<file path="src/rtl/soc_uart_ctrl_pkg.sv">
// soc_uart_pkg: shared definitions for the soc_uart register front-end.
//   - register word addresses on the 2-bit bus
//   - bit positions inside the STATUS and CTRL registers
//   - TX and RX handshake FSM state encodings
// Optional feature macro used by the design: SOC_UART_CTRL_IRQ_EN.
package soc_uart_pkg;

  localparam logic [1:0] ADDR_DATA   = 2'd0;
  localparam logic [1:0] ADDR_STATUS = 2'd1;
  localparam logic [1:0] ADDR_CTRL   = 2'd2;
  localparam logic [1:0] ADDR_RSVD   = 2'd3;

  // STATUS bit positions; [6:3] are sticky, write-1-to-clear
  localparam int ST_RX_AVAIL   = 0;
  localparam int ST_TX_FULL    = 1;
  localparam int ST_TX_IDLE    = 2;
  localparam int ST_RX_OVF     = 3;
  localparam int ST_RX_OVERRUN = 4;
  localparam int ST_RX_BREAK   = 5;
  localparam int ST_TX_OVF     = 6;

  // CTRL bit positions; flush bits are write-only pulses
  localparam int CT_RX_IE     = 0;
  localparam int CT_TXIDLE_IE = 1;
  localparam int CT_TX_FLUSH  = 2;
  localparam int CT_RX_FLUSH  = 3;

  typedef enum logic [1:0] {
    T_IDLE = 2'd0,
    T_REQ  = 2'd1,
    T_BUSY = 2'd2
  } tx_state_t;

  typedef enum logic [1:0] {
    R_WAIT = 2'd0,
    R_ACK  = 2'd1,
    R_HOLD = 2'd2
  } rx_state_t;

endpackage

</file>
<file path="src/rtl/soc_uart_ctrl_if.sv">
// soc_uart_ctrl_if: simple register bus between a host and soc_uart_ctrl.
//   addr  [1:0]  word select (DATA, STATUS, CTRL, reserved)
//   wr           write strobe
//   rd           read strobe
//   wdata [31:0] write data
//   rdata [31:0] read data, registered one cycle after rd
interface soc_uart_ctrl_if;

  logic [1:0]  addr;
  logic        wr;
  logic        rd;
  logic [31:0] wdata;
  logic [31:0] rdata;

  modport master (output addr, output wr, output rd, output wdata, input rdata);
  modport slave  (input addr, input wr, input rd, input wdata, output rdata);

endinterface

</file>
<file path="src/rtl/soc_uart_ctrl_fifo.sv">
// soc_fifo: synchronous FIFO used for both TX and RX byte queues.
//   clk, rst     clock and synchronous active-high reset
//   push, din    write request and data (taken when not full, or when a pop frees a slot)
//   pop, dout    read request and head-of-queue data (pop on empty is ignored)
//   flush        empties the queue; wins over a push in the same cycle
//   full, empty  occupancy flags
//   count        number of stored entries, log2(DEPTH)+1 bits
// DEPTH must be a power of two so the pointers wrap naturally.
module soc_fifo #(
  parameter int WIDTH = 8,
  parameter int DEPTH = 4
) (
  input  logic                     clk,
  input  logic                     rst,
  input  logic                     push,
  input  logic                     pop,
  input  logic                     flush,
  input  logic [WIDTH-1:0]         din,
  output logic [WIDTH-1:0]         dout,
  output logic                     full,
  output logic                     empty,
  output logic [$clog2(DEPTH):0]   count
);

  localparam int PW = $clog2(DEPTH);
  localparam int CW = PW + 1;

  logic [WIDTH-1:0] mem [DEPTH];
  logic [PW-1:0]    wr_ptr;
  logic [PW-1:0]    rd_ptr;
  logic             do_push;
  logic             do_pop;

  assign empty   = (count == '0);
  assign full    = (count == CW'(DEPTH));
  assign do_pop  = pop & ~empty;
  // a pop in the same cycle frees the slot a push into a full queue needs
  assign do_push = push & (~full | do_pop);
  assign dout    = mem[rd_ptr];

  always_ff @(posedge clk) begin
    if (rst || flush) begin
      wr_ptr <= '0;
      rd_ptr <= '0;
      count  <= '0;
    end else begin
      if (do_push) wr_ptr <= wr_ptr + 1'b1;
      if (do_pop)  rd_ptr <= rd_ptr + 1'b1;
      case ({do_push, do_pop})
        2'b10:   count <= count + 1'b1;
        2'b01:   count <= count - 1'b1;
        default: count <= count;
      endcase
    end
  end

  always_ff @(posedge clk) begin
    if (!rst && !flush && do_push) mem[wr_ptr] <= din;
  end

endmodule

</file>
<file path="src/rtl/soc_uart_ctrl.sv">
// soc_uart_ctrl: register front-end for the soc_uart core with TX/RX FIFOs.
//   uclk, res           clock and synchronous active-high reset
//   bus (slave)         DATA / STATUS / CTRL register access, registered rdata
//   start_tx, tx_data   transmit request towards the core, held until accepted
//   tx_empty            core transmitter free (1) / busy (0)
//   rx_full, rx_data    received byte from the core
//   rx_overrun,rx_break core receive error indications
//   ack                 one-cycle acknowledge of a receive event
//   irq                 level interrupt (only with SOC_UART_CTRL_IRQ_EN defined)
// Macro SOC_UART_CTRL_IRQ_EN enables the interrupt enables in CTRL[1:0] and irq.
module soc_uart_ctrl
  import soc_uart_pkg::*;
#(
  parameter int FIFO_DEPTH = 4
) (
  input  logic                  uclk,
  input  logic                  res,
  soc_uart_ctrl_if.slave        bus,
  output logic                  start_tx,
  output logic [7:0]            tx_data,
  input  logic                  tx_empty,
  input  logic                  rx_full,
  input  logic [7:0]            rx_data,
  input  logic                  rx_overrun,
  input  logic                  rx_break,
  output logic                  ack,
  output logic                  irq
);

  localparam int CW = $clog2(FIFO_DEPTH) + 1;

  logic          wr_data, wr_status, wr_ctrl, rd_data;
  logic          tx_flush, rx_flush;
  logic          tx_fifo_full, tx_fifo_empty, rx_fifo_full, rx_fifo_empty;
  logic [7:0]    tx_head, rx_head;
  logic [CW-1:0] unused_tx_count, unused_rx_count;
  logic          unused_wdata;
  logic          tx_pop, tx_load, rx_push, rx_pop;
  logic          tx_head_gone;
  logic          tx_idle;
  logic [3:0]    sticky, sticky_set, sticky_clr;
  logic [6:0]    status;
  logic [1:0]    ie;
  logic [31:0]   rdata_q;
  tx_state_t     tx_state, tx_next;
  rx_state_t     rx_state, rx_next;

  assign wr_data   = bus.wr && (bus.addr == ADDR_DATA);
  assign wr_status = bus.wr && (bus.addr == ADDR_STATUS);
  assign wr_ctrl   = bus.wr && (bus.addr == ADDR_CTRL);
  assign rd_data   = bus.rd && (bus.addr == ADDR_DATA);
  assign tx_flush  = wr_ctrl && bus.wdata[CT_TX_FLUSH];
  assign rx_flush  = wr_ctrl && bus.wdata[CT_RX_FLUSH];
  assign rx_pop    = rd_data && !rx_fifo_empty;
  assign unused_wdata = ^bus.wdata[31:8];

  soc_fifo #(.WIDTH(8), .DEPTH(FIFO_DEPTH)) u_tx_fifo (
    .clk   (uclk),
    .rst   (res),
    .push  (wr_data),
    .pop   (tx_pop),
    .flush (tx_flush),
    .din   (bus.wdata[7:0]),
    .dout  (tx_head),
    .full  (tx_fifo_full),
    .empty (tx_fifo_empty),
    .count (unused_tx_count)
  );

  soc_fifo #(.WIDTH(8), .DEPTH(FIFO_DEPTH)) u_rx_fifo (
    .clk   (uclk),
    .rst   (res),
    .push  (rx_push),
    .pop   (rx_pop),
    .flush (rx_flush),
    .din   (rx_data),
    .dout  (rx_head),
    .full  (rx_fifo_full),
    .empty (rx_fifo_empty),
    .count (unused_rx_count)
  );

  // TX handshake: the byte is copied into tx_data on entry to T_REQ so it
  // stays stable however long the core takes to accept it; the FIFO entry is
  // only popped once the core drops tx_empty.
  always_comb begin
    tx_next  = tx_state;
    tx_pop   = 1'b0;
    tx_load  = 1'b0;
    start_tx = 1'b0;
    case (tx_state)
      T_IDLE: begin
        if (!tx_fifo_empty && tx_empty) begin
          tx_next = T_REQ;
          tx_load = 1'b1;
        end
      end
      T_REQ: begin
        start_tx = 1'b1;
        if (!tx_empty) begin
          tx_next = T_BUSY;
          tx_pop  = !tx_head_gone;
        end
      end
      T_BUSY: begin
        if (tx_empty) tx_next = T_IDLE;
      end
      default: tx_next = T_IDLE;
    endcase
  end

  // tx_head_gone remembers that a flush already removed the in-flight byte
  // from the FIFO, so acceptance must not pop a newer byte in its place.
  always_ff @(posedge uclk) begin
    if (res) begin
      tx_state     <= T_IDLE;
      tx_data      <= 8'h00;
      tx_head_gone <= 1'b0;
    end else begin
      tx_state <= tx_next;
      if (tx_load) tx_data <= tx_head;
      if (tx_next != T_REQ) tx_head_gone <= 1'b0;
      else if (tx_flush)    tx_head_gone <= 1'b1;
    end
  end

  // RX handshake: accept one event in R_WAIT, pulse ack, then wait for the
  // core to release rx_full/rx_break before looking for the next event.
  always_comb begin
    rx_next = rx_state;
    rx_push = 1'b0;
    ack     = 1'b0;
    case (rx_state)
      R_WAIT: begin
        if (rx_full || rx_break) begin
          rx_next = R_ACK;
          rx_push = rx_full && !rx_break;
        end
      end
      R_ACK: begin
        ack     = 1'b1;
        rx_next = R_HOLD;
      end
      R_HOLD: begin
        if (!rx_full && !rx_break) rx_next = R_WAIT;
      end
      default: rx_next = R_WAIT;
    endcase
  end

  always_ff @(posedge uclk) begin
    if (res) rx_state <= R_WAIT;
    else     rx_state <= rx_next;
  end

  // sticky order matches STATUS[6:3]: rx_ovf, rx_overrun, rx_break, tx_ovf
  assign sticky_set[0] = rx_push && rx_fifo_full && !rx_pop && !rx_flush;
  assign sticky_set[1] = (rx_state == R_WAIT) && rx_overrun;
  assign sticky_set[2] = (rx_state == R_WAIT) && rx_break;
  assign sticky_set[3] = wr_data && tx_fifo_full && !tx_pop && !tx_flush;
  assign sticky_clr    = wr_status ? bus.wdata[ST_TX_OVF:ST_RX_OVF] : 4'b0000;

  // a new event in the same cycle as a clear wins so it is never lost
  always_ff @(posedge uclk) begin
    if (res) sticky <= 4'b0000;
    else     sticky <= (sticky & ~sticky_clr) | sticky_set;
  end

  assign tx_idle = tx_fifo_empty && (tx_state == T_IDLE);
  assign status  = {sticky, tx_idle, tx_fifo_full, !rx_fifo_empty};

`ifdef SOC_UART_CTRL_IRQ_EN
  always_ff @(posedge uclk) begin
    if (res)          ie <= 2'b00;
    else if (wr_ctrl) ie <= bus.wdata[CT_TXIDLE_IE:CT_RX_IE];
  end

  always_ff @(posedge uclk) begin
    if (res) irq <= 1'b0;
    else     irq <= (ie[CT_RX_IE] && status[ST_RX_AVAIL]) ||
                    (ie[CT_TXIDLE_IE] && tx_idle) ||
                    (ie[CT_RX_IE] && (|sticky[2:0]));
  end
`else
  assign ie  = 2'b00;
  assign irq = 1'b0;
`endif

  // rdata is zero whenever no read was issued in the previous cycle
  always_ff @(posedge uclk) begin
    if (res) begin
      rdata_q <= 32'h0;
    end else if (bus.rd) begin
      case (bus.addr)
        ADDR_DATA:   rdata_q <= {24'h0, (rx_fifo_empty ? 8'h00 : rx_head)};
        ADDR_STATUS: rdata_q <= {25'h0, status};
        ADDR_CTRL:   rdata_q <= {30'h0, ie};
        default:     rdata_q <= 32'h0;
      endcase
    end else begin
      rdata_q <= 32'h0;
    end
  end

  assign bus.rdata = rdata_q;

endmodule
</file>
<file path="src/flat_wrapper.sv">
// flat-port wrapper written by rule: the top's interface ports become plain ports
module soc_uart_ctrl_flat import soc_uart_pkg::*;
#(
  parameter int FIFO_DEPTH = 4
)
  (uclk, res, start_tx, tx_data, tx_empty, rx_full, rx_data, rx_overrun, rx_break, ack, irq, bus_addr, bus_wr, bus_rd, bus_wdata, bus_rdata);
  soc_uart_ctrl_if bus_i ();
  input  logic uclk;
  input  logic res;
  output logic start_tx;
  output logic [7:0] tx_data;
  input  logic tx_empty;
  input  logic rx_full;
  input  logic [7:0] rx_data;
  input  logic rx_overrun;
  input  logic rx_break;
  output logic ack;
  output logic irq;
  input wire logic [$bits(bus_i.addr)-1:0] bus_addr;
  input wire logic [$bits(bus_i.wr)-1:0] bus_wr;
  input wire logic [$bits(bus_i.rd)-1:0] bus_rd;
  input wire logic [$bits(bus_i.wdata)-1:0] bus_wdata;
  output wire logic [$bits(bus_i.rdata)-1:0] bus_rdata;
  assign bus_i.addr = bus_addr;
  assign bus_i.wr = bus_wr;
  assign bus_i.rd = bus_rd;
  assign bus_i.wdata = bus_wdata;
  assign bus_rdata = bus_i.rdata;
  soc_uart_ctrl #(.FIFO_DEPTH(FIFO_DEPTH)) u_core (.uclk(uclk), .res(res), .bus(bus_i), .start_tx(start_tx), .tx_data(tx_data), .tx_empty(tx_empty), .rx_full(rx_full), .rx_data(rx_data), .rx_overrun(rx_overrun), .rx_break(rx_break), .ack(ack), .irq(irq));
endmodule
</file>
<file path="config.mk">
export PLATFORM = sky130hd
export DESIGN_NAME = soc_uart_ctrl_flat
export DESIGN_NICKNAME = d
export VERILOG_FILES = /design/src/rtl/soc_uart_ctrl_pkg.sv /design/src/rtl/soc_uart_ctrl_if.sv /design/src/rtl/soc_uart_ctrl_fifo.sv /design/src/rtl/soc_uart_ctrl.sv /design/src/flat_wrapper.sv
export SDC_FILE = /design/constraint.sdc
export NUM_CORES = 1
export LEC_CHECK = 0
export CAP_MARGIN = 15
export CORE_ASPECT_RATIO = 0.8
export CORE_MARGIN = 8
export CORE_UTILIZATION = 45
export CTS_CLUSTER_DIAMETER = 30
export CTS_CLUSTER_SIZE = 25
export DETAILED_ROUTE_END_ITERATION = 6
export GPL_TIMING_DRIVEN = 0
export PLACE_DENSITY = 0.76
export SYNTH_ARGS = -nofsm -noshare
export SYNTH_HDL_FRONTEND = slang
export SYNTH_SLANG_ARGS = --single-unit
</file>
<file path="constraint.sdc">
create_clock -name uclk -period 6.45 [get_ports uclk]
set_input_delay 0.645 -clock uclk [delete_from_list [all_inputs] [get_ports uclk]]
set_output_delay 0.645 -clock uclk [all_outputs]
set_load 0.05 [all_outputs]
</file>
==> results.cfg, run 1 <==
[global_routing]
grt_overflow = 0
first_global_vias = 2779
antenna_found_initial = 0
grt_max_degree = 17
grt_pass1_wl_mm = 14.1
grtUsageTotal = 0.133

[timing]
layout_min_cycle_time_ns = 2.97
period_share = 0.461
final-hold-violation-count = 0
whs_ns = 0.475
slew_headroom = 0.278
fin_tns_setup_ns = 0
drv_slew = 0
clock.fmax_mhz = 336
fin_skew_ns = 0.0102
setup-violations-final = 0
grt_setup_unrepaired = no
tightest_slew_ns = 1.07

[floorplan]
start_util = 0.460
chipWidth_um = 127
rows = 32
design.die.area_um2 = 13200
die-height_um = 104
pin_count = 93
core_area_um2 = 9570

[drt]
wl_mm = 8.74
drc = 0
drtPass1Iterations = 4
vias = 2749
vias_per_cell = 5.26
antenna_left = 0
drt_iter0_markers = 172
wl_per_cell_um = 16.7

[cts]
holdBufCountCts = 0
worstSkewPairLatency_ns = 0.33
clockBufferDepth = 2
cts.repair.resized = 0
root_buffer = clkbuf_16
cts_tree = done
cts_buffers = 9
cts_sinks = 105
postCtsSetupBuffers = 0
htree_levels = 3
clkTransAtPathRegs_ns = 0.07

[yosys]
synth-async-reset-ratio = 0
synth_largest_area_cell = edfxtp_1
ys_warn_count = 0
synth_flop_cell = edfxtp_1
ys_ff_latch = 105
yosysTopAreaCellShare = 0.436
synthDistinctLibCells = 44
avgSynthCellArea_um2 = 13.7
syn_area_um2 = 4400
synth_area_leaders = edfxtp_1, dfxtp_1, mux4_2, buf_4, ha_1
synth-edff-count = 64
synth-seq-area-share = 0.623
synthCells = 321

[cells_and_area]
n_fill_cell = 745
multiInputGateArea_um2 = 1460
utilization = 0.560
layout_common_cells = edfxtp_1, clkdlybuf4s50_1, dfxtp_1
ff_latch_area_um2 = 2740
final_common_cell = edfxtp_1
syn_to_final_growth_pct = 21.6
drive_gt1_frac = 0.153
finalNetCount = 461
fin_area_um2 = 5360
antennaDiodeCount = 0

[critical_path]
cp.buffers_inverters = 3
r2r_setup_slack_ns = 3.89
reg2reg_to = u_core.u_tx_fifo.count[2]$_SDFFE_PP0P_
cp-end-kind = flip-flop
path_cells = clkdlybuf4s50_1 > or3b_2 > a21boi_1 > inv_1 > ha_1 > inv_1 > fa_1 > xor2_1 > or3_1 > a21oi_1
critical_path.top_delay_family = simple AND/OR/NAND/NOR gates
slowest_stage = clkdlybuf4s50_1
worstSetupStartpointType = input port
rr_worst_depth = 10
cpPeakStageDelay_ns = 0.53
crit_top_cell = inv_1
cp_data_arrival_time_ns = 3.24
critical_path_required_ns = 6.71
worstSetupPathType = input port to flip-flop
rr_startpoint = u_core.tx_state[0]$_SDFF_PP0_
critPathMaxFanout = 8

[placement]
place_congestion = 0.766
hpwl_mm = 6.36
dpl_cell_area_um2 = 5070
port_buffers = 42

[flow_run]
drv_cap = 0

[power]
p_leak_nw = 1.88
powerDensity_nw_per_um2 = 259
p_total_mw = 1.39
irDropWorstVdd_v = 0.000142

[worst_hold_path]
hp-class = flip-flop to flip-flop
worstHoldPathCells = 2
holdPathEnd = u_core.sticky[0]$_SDFF_PP0_
hp-start = u_core.sticky[0]$_SDFF_PP0_

[outcome]
outcome = finished clean
[cell families after synthesis]
family,count (synthesis),synth area share
mux,20,0.0909
other cells,1,0.000851
compound gates,46,0.0662
buf+inv,53,0.0673
simple gates,79,0.105
flops,105,0.623
xor+xnor,5,0.00994
fa+ha+maj,12,0.0375
[cell usage after synthesis, types with 7 or more instances]
| master | number |
|---|---|
| edfxtp_1 | 64 |
| dfxtp_1 | 41 |
| buf_4 | 25 |
| a21oi_1 | 19 |
| nand3_1 | 17 |
| inv_1 | 16 |
| mux4_2 | 16 |
| o21ai_0 | 11 |
| ha_1 | 10 |
| nor2_1 | 10 |
| and3_1 | 8 |
| clkbuf_1 | 7 |
[power breakdown]
part / leakage, nW / internal (mW) / switching, mW
sequential: 0.909 / 0.722 / 0.00753
combinational: 0.832 / 0.0473 / 0.0855
clock: 0.137 / 0.302 / 0.225
total: 1.88 / 1.07 / 0.318
[worst min-delay path: stages (launching register included)]
cell     delay (ns)
dfxtp_1        0.32
nand2_1        0.06
a21oi_1        0.05
[registers in the layout, summed over array words and instances (netlist names), named ones only]
| signal | count |
|---|---|
| u_core.u_tx_fifo.mem | 32 |
| u_core.tx_state | 2 |
| u_core.u_rx_fifo.count | 3 |
| u_core.u_rx_fifo.rd_ptr | 2 |
| u_core.u_tx_fifo.count | 3 |
| u_core.u_rx_fifo.wr_ptr | 2 |
| u_core.rx_state | 2 |
| u_core.u_rx_fifo.mem | 32 |
| u_core.tx_head_gone | 1 |
| u_core.tx_data | 8 |
| u_core.u_tx_fifo.wr_ptr | 2 |
| u_core.bus.rdata | 8 |
| u_core.u_tx_fifo.rd_ptr | 2 |
| u_core.sticky | 4 |
[per-stage QoR]
stage	std cells	worst slack (ns)
6_report	523	3.48
5_1_grt	523	3.31
4_1_cts	523	3.46
3_5_place_dp	507	3.13
3_3_place_gp	506	3.20
2_1_floorplan	345	3.89
[worst max path at each step]
stage / startpoint / cells past startpoint / end
5_1_grt: bus_addr[1] / 10 / u_core.u_rx_fifo.count[2]$_SDFFE_PP0P_
3_3_place_gp: bus_addr[1] / 10 / u_core.u_rx_fifo.count[2]$_SDFFE_PP0P_
3_5_place_dp: bus_addr[1] / 10 / u_core.u_rx_fifo.count[2]$_SDFFE_PP0P_
6_report: bus_addr[1] / 10 / u_core.u_rx_fifo.count[2]$_SDFFE_PP0P_
2_1_floorplan: tx_empty / 9 / u_core.u_tx_fifo.count[2]$_SDFFE_PP0P_
4_1_cts: bus_addr[1] / 10 / u_core.u_rx_fifo.count[2]$_SDFFE_PP0P_
[area by class of cell]
cell class,instances,area share
repair buffers,43,0.0794
clock inverters,4,0.00958
plain buffers,37,0.0441
clock buffers,12,0.0441
well taps,119,0.0278
flip-flops and latches,105,0.512
inverters,16,0.0112
multi-input cells,187,0.272
[layer usage]
layer | track usage | up-vias | part of all wire
met3 | 0.0374 | 6 | 0.078
met4 | 0.0411 | 0 | 0.0096
li1 | - | 1309 | -
met5 | 0 | - | 0
met2 | 0.225 | 93 | 0.50
met1 | 0.161 | 1341 | 0.42
Power figures use the tool's default switching activity.
==> inputs of run 2 (changes only) <==
==> constraint.sdc (replaced) <==
create_clock -name uclk -period 2.9 [get_ports uclk]
set_input_delay 0.29 -clock uclk [delete_from_list [all_inputs] [get_ports uclk]]
set_output_delay 0.29 -clock uclk [all_outputs]
set_load 0.05 [all_outputs]
==> results of run 2 <==
Same layout as run 1 (identical final DEF). Status: finished clean.
Among the figures that moved: setup slack after placement 3.13 ns -> -0.0692 ns; setup slack after layout 3.48 ns -> 0.281 ns; hold slack 0.475 ns -> 0.460 ns; register-to-register setup slack 3.89 ns -> 0.34 ns; end point of the worst hold path u_core.sticky[0]$_SDFF_PP0_ -> u_core.tx_state[1]$_SDFF_PP0_; total power 1.39 mW -> 3.09 mW; worst IR drop on VDD 0.000142 V -> 0.000316 V
